### src/rtl/sdio_data_sequencer.sv
// CMD53 transfer sequencer: runs the SD data PHY one burst (byte mode) or one
// block at a time (block mode), checks write CRC, times out stuck blocks and reports status.
module sdio_data_sequencer #(
    parameter int unsigned GAP_CYCLES     = 4,
    parameter int unsigned TIMEOUT_CYCLES = 24'hFFFFFF
) (
    input  logic        clk_x2,
    input  logic        rst,
    input  logic        i_xfer_req,
    input  logic        i_xfer_write,
    input  logic        i_block_mode,
    input  logic [8:0]  i_count,
    input  logic [11:0] i_block_size,
    input  logic        i_abort,
    input  logic        i_func_rdy,
    output logic        o_xfer_busy,
    output logic        o_xfer_done,
    output logic [1:0]  o_err_code,
    output logic [8:0]  o_blocks_done,
    output logic        o_phy_activate,
    output logic        o_phy_write_flag,
    output logic [12:0] o_phy_data_count,
    input  logic        i_phy_finished,
    input  logic        i_phy_crc_good
);

    typedef enum logic [2:0] {
        S_IDLE, S_WAIT_RDY, S_ACTIVE, S_RELEASE, S_GAP, S_DONE
    } state_t;

    localparam int GAP_W = (GAP_CYCLES > 1) ? $clog2(GAP_CYCLES) : 1;
    localparam logic [GAP_W-1:0] GAP_LAST  = GAP_W'(GAP_CYCLES - 1);
    localparam logic [23:0]      TMO_LIMIT = 24'(TIMEOUT_CYCLES);

    localparam logic [1:0] ERR_OK    = 2'd0;
    localparam logic [1:0] ERR_CRC   = 2'd1;
    localparam logic [1:0] ERR_TMO   = 2'd2;
    localparam logic [1:0] ERR_ABORT = 2'd3;

    state_t             r_state, w_state_nxt;
    logic               r_write, w_write_nxt;
    logic               r_unbounded, w_unbounded_nxt;
    logic [9:0]         r_remaining, w_remaining_nxt;
    logic [12:0]        r_burst, w_burst_nxt;
    logic [23:0]        r_tmo, w_tmo_nxt;
    logic [GAP_W-1:0]   r_gap, w_gap_nxt;
    logic               r_busy, w_busy_nxt;
    logic               r_done, w_done_nxt;
    logic [1:0]         r_err, w_err_nxt;
    logic [8:0]         r_blocks_done, w_blocks_done_nxt;
    logic               r_act, w_act_nxt;
    logic               r_wflag, w_wflag_nxt;
    logic [12:0]        r_dcount, w_dcount_nxt;
    logic [23:0]        w_tmo_inc;

    assign w_tmo_inc = r_tmo + 24'd1;

    // PHY handshake: activate (with write_flag/data_count stable) requests one burst;
    // the PHY answers with finished held high until it sees activate low.
    always_comb begin
        w_state_nxt       = r_state;
        w_write_nxt       = r_write;
        w_unbounded_nxt   = r_unbounded;
        w_remaining_nxt   = r_remaining;
        w_burst_nxt       = r_burst;
        w_tmo_nxt         = r_tmo;
        w_gap_nxt         = r_gap;
        w_busy_nxt        = r_busy;
        w_done_nxt        = 1'b0;
        w_err_nxt         = r_err;
        w_blocks_done_nxt = r_blocks_done;
        w_act_nxt         = r_act;
        w_wflag_nxt       = r_wflag;
        w_dcount_nxt      = r_dcount;

        case (r_state)
            S_IDLE: begin
                if (i_xfer_req) begin
                    w_write_nxt       = i_xfer_write;
                    w_unbounded_nxt   = i_block_mode && (i_count == 9'd0);
                    w_remaining_nxt   = i_block_mode ? {1'b0, i_count} : 10'd1;
                    w_burst_nxt       = i_block_mode ? {1'b0, i_block_size}
                                      : (i_count == 9'd0) ? 13'd512 : {4'd0, i_count};
                    w_blocks_done_nxt = 9'd0;
                    w_busy_nxt        = 1'b1;
                    if (i_block_mode && i_block_size == 12'd0) begin
                        w_err_nxt   = ERR_ABORT;
                        w_state_nxt = S_DONE;
                    end else begin
                        w_err_nxt   = ERR_OK;
                        w_state_nxt = S_WAIT_RDY;
                    end
                end
            end
            S_WAIT_RDY: begin
                if (i_abort) begin
                    if (r_err == ERR_OK) w_err_nxt = ERR_ABORT;
                    w_state_nxt = S_DONE;
                end else if (i_func_rdy && !i_phy_finished) begin
                    w_act_nxt    = 1'b1;
                    w_wflag_nxt  = r_write;
                    w_dcount_nxt = r_burst;
                    w_tmo_nxt    = 24'd0;
                    w_state_nxt  = S_ACTIVE;
                end
            end
            S_ACTIVE: begin
                w_tmo_nxt = w_tmo_inc;
                // Abort outranks a finish in the same cycle, so that block is not counted.
                if (i_abort) begin
                    if (r_err == ERR_OK) w_err_nxt = ERR_ABORT;
                    w_act_nxt   = 1'b0;
                    w_state_nxt = S_RELEASE;
                end else if (i_phy_finished) begin
                    w_act_nxt   = 1'b0;
                    w_state_nxt = S_RELEASE;
                    if (r_write && !i_phy_crc_good) begin
                        if (r_err == ERR_OK) w_err_nxt = ERR_CRC;
                    end else begin
                        w_blocks_done_nxt = r_blocks_done + 9'd1;
                        if (!r_unbounded) w_remaining_nxt = r_remaining - 10'd1;
                    end
                end else if (w_tmo_inc == TMO_LIMIT) begin
                    if (r_err == ERR_OK) w_err_nxt = ERR_TMO;
                    w_act_nxt   = 1'b0;
                    w_state_nxt = S_RELEASE;
                end
            end
            S_RELEASE: begin
                if (i_abort && r_err == ERR_OK) w_err_nxt = ERR_ABORT;
                if (!i_phy_finished) begin
                    if (w_err_nxt != ERR_OK || (!r_unbounded && r_remaining == 10'd0)) begin
                        w_state_nxt = S_DONE;
                    end else begin
                        w_gap_nxt   = '0;
                        w_state_nxt = S_GAP;
                    end
                end
            end
            S_GAP: begin
                if (i_abort) begin
                    if (r_err == ERR_OK) w_err_nxt = ERR_ABORT;
                    w_state_nxt = S_DONE;
                end else if (r_gap == GAP_LAST) begin
                    w_state_nxt = S_WAIT_RDY;
                end else begin
                    w_gap_nxt = r_gap + 1'b1;
                end
            end
            S_DONE: begin
                w_done_nxt  = 1'b1;
                w_busy_nxt  = 1'b0;
                w_state_nxt = S_IDLE;
            end
            default: w_state_nxt = S_IDLE;
        endcase
    end

    always_ff @(posedge clk_x2) begin
        if (rst) begin
            r_state       <= S_IDLE;
            r_write       <= 1'b0;
            r_unbounded   <= 1'b0;
            r_remaining   <= 10'd0;
            r_burst       <= 13'd0;
            r_tmo         <= 24'd0;
            r_gap         <= '0;
            r_busy        <= 1'b0;
            r_done        <= 1'b0;
            r_err         <= ERR_OK;
            r_blocks_done <= 9'd0;
            r_act         <= 1'b0;
            r_wflag       <= 1'b0;
            r_dcount      <= 13'd0;
        end else begin
            r_state       <= w_state_nxt;
            r_write       <= w_write_nxt;
            r_unbounded   <= w_unbounded_nxt;
            r_remaining   <= w_remaining_nxt;
            r_burst       <= w_burst_nxt;
            r_tmo         <= w_tmo_nxt;
            r_gap         <= w_gap_nxt;
            r_busy        <= w_busy_nxt;
            r_done        <= w_done_nxt;
            r_err         <= w_err_nxt;
            r_blocks_done <= w_blocks_done_nxt;
            r_act         <= w_act_nxt;
            r_wflag       <= w_wflag_nxt;
            r_dcount      <= w_dcount_nxt;
        end
    end

    assign o_xfer_busy      = r_busy;
    assign o_xfer_done      = r_done;
    assign o_err_code       = r_err;
    assign o_blocks_done    = r_blocks_done;
    assign o_phy_activate   = r_act;
    assign o_phy_write_flag = r_wflag;
    assign o_phy_data_count = r_dcount;

endmodule

### config.mk
export PLATFORM = sky130hd
export DESIGN_NAME = sdio_data_sequencer
export DESIGN_NICKNAME = d
export VERILOG_FILES = /design/src/rtl/sdio_data_sequencer.sv
export SDC_FILE = /design/constraint.sdc
export NUM_CORES = 1
export LEC_CHECK = 0
export BUFFER_PORTS_ARGS = -buffer_cell sky130_fd_sc_hd__buf_2
export CELL_PAD_IN_SITES_DETAIL_PLACEMENT = 0
export CELL_PAD_IN_SITES_GLOBAL_PLACEMENT = 2
export CORE_UTILIZATION = 30
export CTS_CLUSTER_SIZE = 8
export DETAILED_ROUTE_END_ITERATION = 12
export PLACE_DENSITY_LB_ADDON = 0.1
export SETUP_SLACK_MARGIN = 0.4
export SYNTH_ARGS = -nofsm -noshare
export SYNTH_HDL_FRONTEND = slang
export SYNTH_SLANG_ARGS = --single-unit
### constraint.sdc
create_clock -name clk_x2 -period 2.09 [get_ports clk_x2]
set_input_delay 0.418 -clock clk_x2 [delete_from_list [all_inputs] [get_ports clk_x2]]
set_output_delay 0.418 -clock clk_x2 [all_outputs]
set_load 0.005 [all_outputs]
# --- Word-level counts from Yosys, hierarchy flattened ---
# Cells that the tools add are included.
# Widths: inputs -> output; s select.
op_classes:
  n_lt_le_gt_ge: 0
  div: 0
  reduce_logical: 32
  eq_ne: 24
  multipliers: 0
  bitwise_logic: 1
  n_addsub: 4
  shifts: 0
  mux: 56
op_table:
  columns: ["cell", "count"]
  rows:
  - ["$mux 10", 6]
  - ["$mux 24", 2]
  - ["$pmux 24 s2", 1]
  - ["$mux 9", 5]
  - ["$mux 2", 16]
  - ["$mux 3", 10]
  - ["$add 24x1->24 const B", 1]
  - ["$eq 24x24->1 const B", 1]
  - ["$ne 2x2->1 const B", 11]
  - ["$pmux 10 s2", 1]
  - ["$pmux 9 s2", 1]
  - ["$pmux 3 s5", 1]
  - ["$reduce_and 5->1", 3]
  - ["$logic_not 12->1", 1]
  - ["$mux 12", 1]
  - ["$reduce_and 6->1", 2]
  - ["$logic_not 10->1", 1]
  - ["$reduce_bool 2->1", 5]
  - ["$sub 10x1->10 const B", 1]
  - ["$add 9x1->9 const B", 1]
  - ["$logic_not 9->1", 1]
  - ["$ne 3x3->1 const B", 3]
  - ["$mux 1", 8]
  - ["$ne 4x4->1 const B", 2]
  - ["20 further kinds", 32]
totals:
  mem_bits_rw: 0
  mem_count: 0
  mem_bits_ro: 0
  reg_bits: 82
  latch_bits: 0
  in_bits: 30

# --- Depth between registers and ports, before layout ---
depth:
  depth_word: 9
  ltp_mapped: 10
  mapped_depth_nobuf: 8

# --- Least setup slack after synthesis ---
# No wires, ideal clock.
synth_timing:
  path_type: "flip-flop to flip-flop"
  start: "reg r_tmo[0]"
  end: "reg r_err[0] (netlist: o_err_code[0])"
  required_time_ps: 1967
  arrival_time_ps: 2160
  path_stages_with_launch: 9
  period_less_slack_ps: 2284
  setup_time_ps: 123
  slack_ps: -194
  path_buffers: 0
  cell_sequence: "dfxtp_1 -> ha_1 -> nand3_1 -> nor4_4 -> and4_1 -> o22ai_1 -> nor4_2 -> o21ai_2 -> mux2_1"
synth_between:
  elab_chain_cells: 4
synth_rtl:
  columns: ["element", "line", "rtl"]
  rows:
  - ["start: declaration", "45", "logic [23:0] r_tmo, w_tmo_nxt;"]
  - ["start signal: assignment", "181", "r_tmo <= w_tmo_nxt;"]
  - ["$add 24x1->24", "56", "assign w_tmo_inc = r_tmo + 24'd1;"]
  - ["$eq 24x24->1", "123", "end else if (w_tmo_inc == TMO_LIMIT) begin"]
  - ["$ne 4x4->1 (no source line)", null, null]
  - ["$reduce_and 6->1 (no source line)", null, null]
  - ["end signal: assignment", "185", "r_err <= w_err_nxt;"]
  - ["end: declaration", "49", "logic [1:0] r_err, w_err_nxt;"]
# Every way passes these cells.
# A chain may end at the register's enable or synchronous reset.

# --- Final worst setup path ---
# Same ends and word-level chain as after synthesis.

==> results.py <==
metrics = {
    "cts": {
        "cts_tree": "yes",
        "postCtsHoldBufs": 0,
        "htreeDepth": 3,
        "clockRootBuffer": "clkbuf_16",
        "cts_buffers": 9,
        "clock_latency_ns": 0.35,
        "cts.sinks": 80,
        "clk_path_buf_depth": 2,
        "clkTransAtPathRegs_ns": 0.06,
    },
    "synthesis": {
        "ys_seq_elements": 80,
        "synthArstFlopShare": 0,
        "yosys_warnings": 0,
        "avgSynthCellArea_um2": 7.637,
        "ys_types": 58,
        "synth_nets": 605,
        "synth_edf_count": 0,
        "synth_area_um2": 4345,
        "synthFlopType": "dfxtp_1",
        "synth_cells": 569,
        "seq_area_frac_synth": 0.3686,
    },
    "layout": {
        "nNetsFinal": 777,
        "stdcell_count": 925,
        "fillCellCount": 1358,
        "drive_above_1_share": 0.4617,
        "fin_util": 0.5095,
        "fin_area_um2": 7127,
        "areaGrowthSynthToFinish_pct": 64.01,
        "diodes": 0,
    },
    "critical_path": {
        "crit_path_frequent_cell": "buf_4",
        "path_max_fanout": 6,
        "r2r_end": "o_err_code[0]",
        "r2r_slack_ns": -0.08,
        "path_cells": "ha_4 -> buf_4 -> nor2b_1 -> o21ai_0 -> a21oi_2 -> o2111ai_2 -> nor4_2 -> buf_4 -> o21ai_4 -> mux2_4",
        "crit_type": "flip-flop to flip-flop",
        "crit_path_start_kind": "flip-flop",
        "reg2regPathDepth": 10,
        "slowest_stage": "dfxtp_4",
        "crit_required_ns": 2.32,
        "arrival_ns": 2.41,
        "r2r-start": "r_tmo[0]",
        "critPathMaxStageDelay_ns": 0.36,
        "end_kind": "flip-flop",
    },
    "timing": {
        "fmax_mhz": 460.0,
        "finClkSkew_ns": 0.007818,
        "setup_tns_ns": -0.1121,
        "min_period_ns": 2.174,
        "rsz0062_at_grt": "yes",
        "drv_slew": 0,
        "timing.final.crit_share": 1.040,
        "worst_pin_slew_ns": 0.4963,
        "hold_viol_final": 0,
        "setup-violations-final": 2,
        "timing.final.ws_setup_ns": -0.08410,
        "relSlewSlack": 0.6666,
    },
    "drt": {
        "detail-route-antenna-nets": 0,
        "via_per_inst": 5.307,
        "route.detailed.wl_per_inst_um": 17.36,
        "drt-pass1-iter-count": 5,
        "drc": 0,
        "vias": 4909,
        "routed_wl_um": 16060,
        "drt_iter0_drc": 269,
    },
    "floorplan": {
        "fp.coreArea_um2": 13990,
        "ioPinCount": 58,
        "rows": 43,
        "die_y_um": 122.4,
        "die_x_um": 122.4,
        "dieArea_um2": 14970,
        "start_util": 0.3106,
    },
    "hold_path": {
        "min-delay-start": "i_xfer_write",
        "min_path_type": "primary input to flip-flop",
        "hold-path-endpoint": "r_write",
        "hold_path_depth": 3,
    },
    "status": {
        "violations": "negative setup slack",
        "status": "complete, but fails checks",
    },
    "global_routing": {
        "grt_overflow_total": 0,
        "grt_first_pass_wirelength_um": 23920,
        "first_global_vias": 4552,
        "grt_max_degree": 37,
        "grtUsageTotal": 0.2094,
        "antenna_found_initial": 0,
    },
    "placed_design": {
        "dp_cells": 835,
        "post-dp-hpwl_um": 9601,
        "dpl-instance-area_um2": 5335,
        "place_congestion": 0.8278,
        "port_buffers": 56,
    },
    "pwr": {
        "leakagePower_nw": 2.883,
        "power.total_mw": 4.536,
        "worst_ir_drop_vdd_mv": 0.3856,
        "powerDensity_nw_per_um2": 636.5,
    },
    "job": {
        "drv_cap": 0,
    },
}
worst max-delay path, delay by kind of cell (launching register included):
kind,cells,cell delay [ns]
buf+inv,2,0.32
flops,1,0.36
mux,1,0.29
simple gates,2,0.38
fa+ha+maj,1,0.17
compound gates,4,0.54
what timing repair did:
item	in CTS	in global routing
cloned	7	4
resized for setup	130	65
pin swaps	61	43
setup endpoints to repair	57	62
setup buffers	49	15
final cells by class:
cell class	instances	area, µm²	share of cell area
Multi-Input combinational cell	444	3171	0.4449
Inverter	10	42.54	0.005969
Clock buffer	9	225.2	0.03160
Timing Repair Buffer	196	1723	0.2417
Clock inverter	6	91.34	0.01282
Sequential cell	80	1649	0.2314
Tap cell	180	225.2	0.03160
where the power goes:
group          total, mW  internal, mW  switching (mW)
clock network       1.74          1.05           0.690
registers           1.66          1.59          0.0611
logic               1.14         0.565           0.578
kinds of logic after synthesis:
logic type,Yosys count,share of synthesized area
XOR/XNOR,12,0.02419
AND/OR/NAND/NOR,252,0.2862
other,1,0.0008630
flip-flops,80,0.3686
AO/OA/AOI/OAI,158,0.2275
adder cells (fa/ha/maj),6,0.01728
multiplexers,14,0.03254
buffers and inverters,46,0.04290
state kept, by name (all words and copies together) (netlist names), 2 cells and up:
signal            count
r_remaining          10
r_tmo                24
o_phy_data_count     12
r_burst              12
o_blocks_done         9
o_err_code            2
r_state               3
r_gap                 2
cells in the mapped netlist (all sizes together), types with 3 or more instances:
cell    count  share of area
a211oi     14          0.024
a21boi      3         0.0060
a21oi      56          0.065
a22oi       8          0.014
a311oi     10          0.020
a31oi       8          0.012
and2        3         0.0043
and3        8          0.012
and4        5          0.010
buf        11          0.013
clkbuf     25          0.022
dfxtp      80           0.37
ha          6          0.017
inv        10         0.0086
mux2i      13          0.030
nand2      68          0.059
nand2b      7          0.010
nand3      25          0.032
nand4      10          0.014
nor2       78          0.067
nor2b       4         0.0058
nor3       12          0.014
nor3b       3         0.0063
nor4       11          0.021
o211ai      3         0.0052
o21ai      36          0.042
o31ai       3         0.0052
or2         3         0.0043
or3        10          0.014
xnor2       3         0.0060
xor2        9          0.018
cell usage in the layout, fill, tap and decap left out, types with 9 or more instances in the layout:
cell,netlist,final
a211oi_1,14,12
nand3_1,24,20
buf_6,0,27
nor2_1,78,69
buf_2,8,56
dfxtp_1,80,58
a21oi_1,55,41
a21oi_2,1,12
mux2i_1,13,13
nand4_1,10,10
clkbuf_16,0,11
o21ai_0,34,17
o21ai_2,1,10
nand2_1,68,58
inv_1,10,9
dfxtp_2,0,14
buf_4,1,93
through the flow:
step	hold slack, ns	setup WS (ns)
global placement	0.4386	-0.07521
detailed placement	0.4444	-0.1309
global route	0.3165	-0.1803
finish	0.3137	-0.08410
CTS	0.3010	-0.07083
floorplan	0.4287	0.04285
per-layer routing:
layer | up-vias | GRT usage | share of wire
li1 | 2414 | - | -
met4 | 0 | 0.08003 | 0.020
met5 | - | 0 | 0
met3 | 25 | 0.03067 | 0.036
met1 | 2370 | 0.2740 | 0.46
met2 | 100 | 0.3455 | 0.49
worst max-delay path by stage:
stage | from | end | slack (ns) | cells after the start
finish | r_tmo[0] | o_err_code[0] | -0.08 | 10
global route | r_tmo[0] | o_err_code[0] | -0.18 | 10
CTS | r_tmo[0] | o_err_code[0] | -0.07 | 9
detailed placement | r_remaining[7] | r_state[0] | -0.13 | 7
global placement | r_remaining[7] | r_state[0] | -0.08 | 7
floorplan | r_tmo[7] | o_err_code[0] | 0.04 | 8
Power figures use the tool's default switching activity.
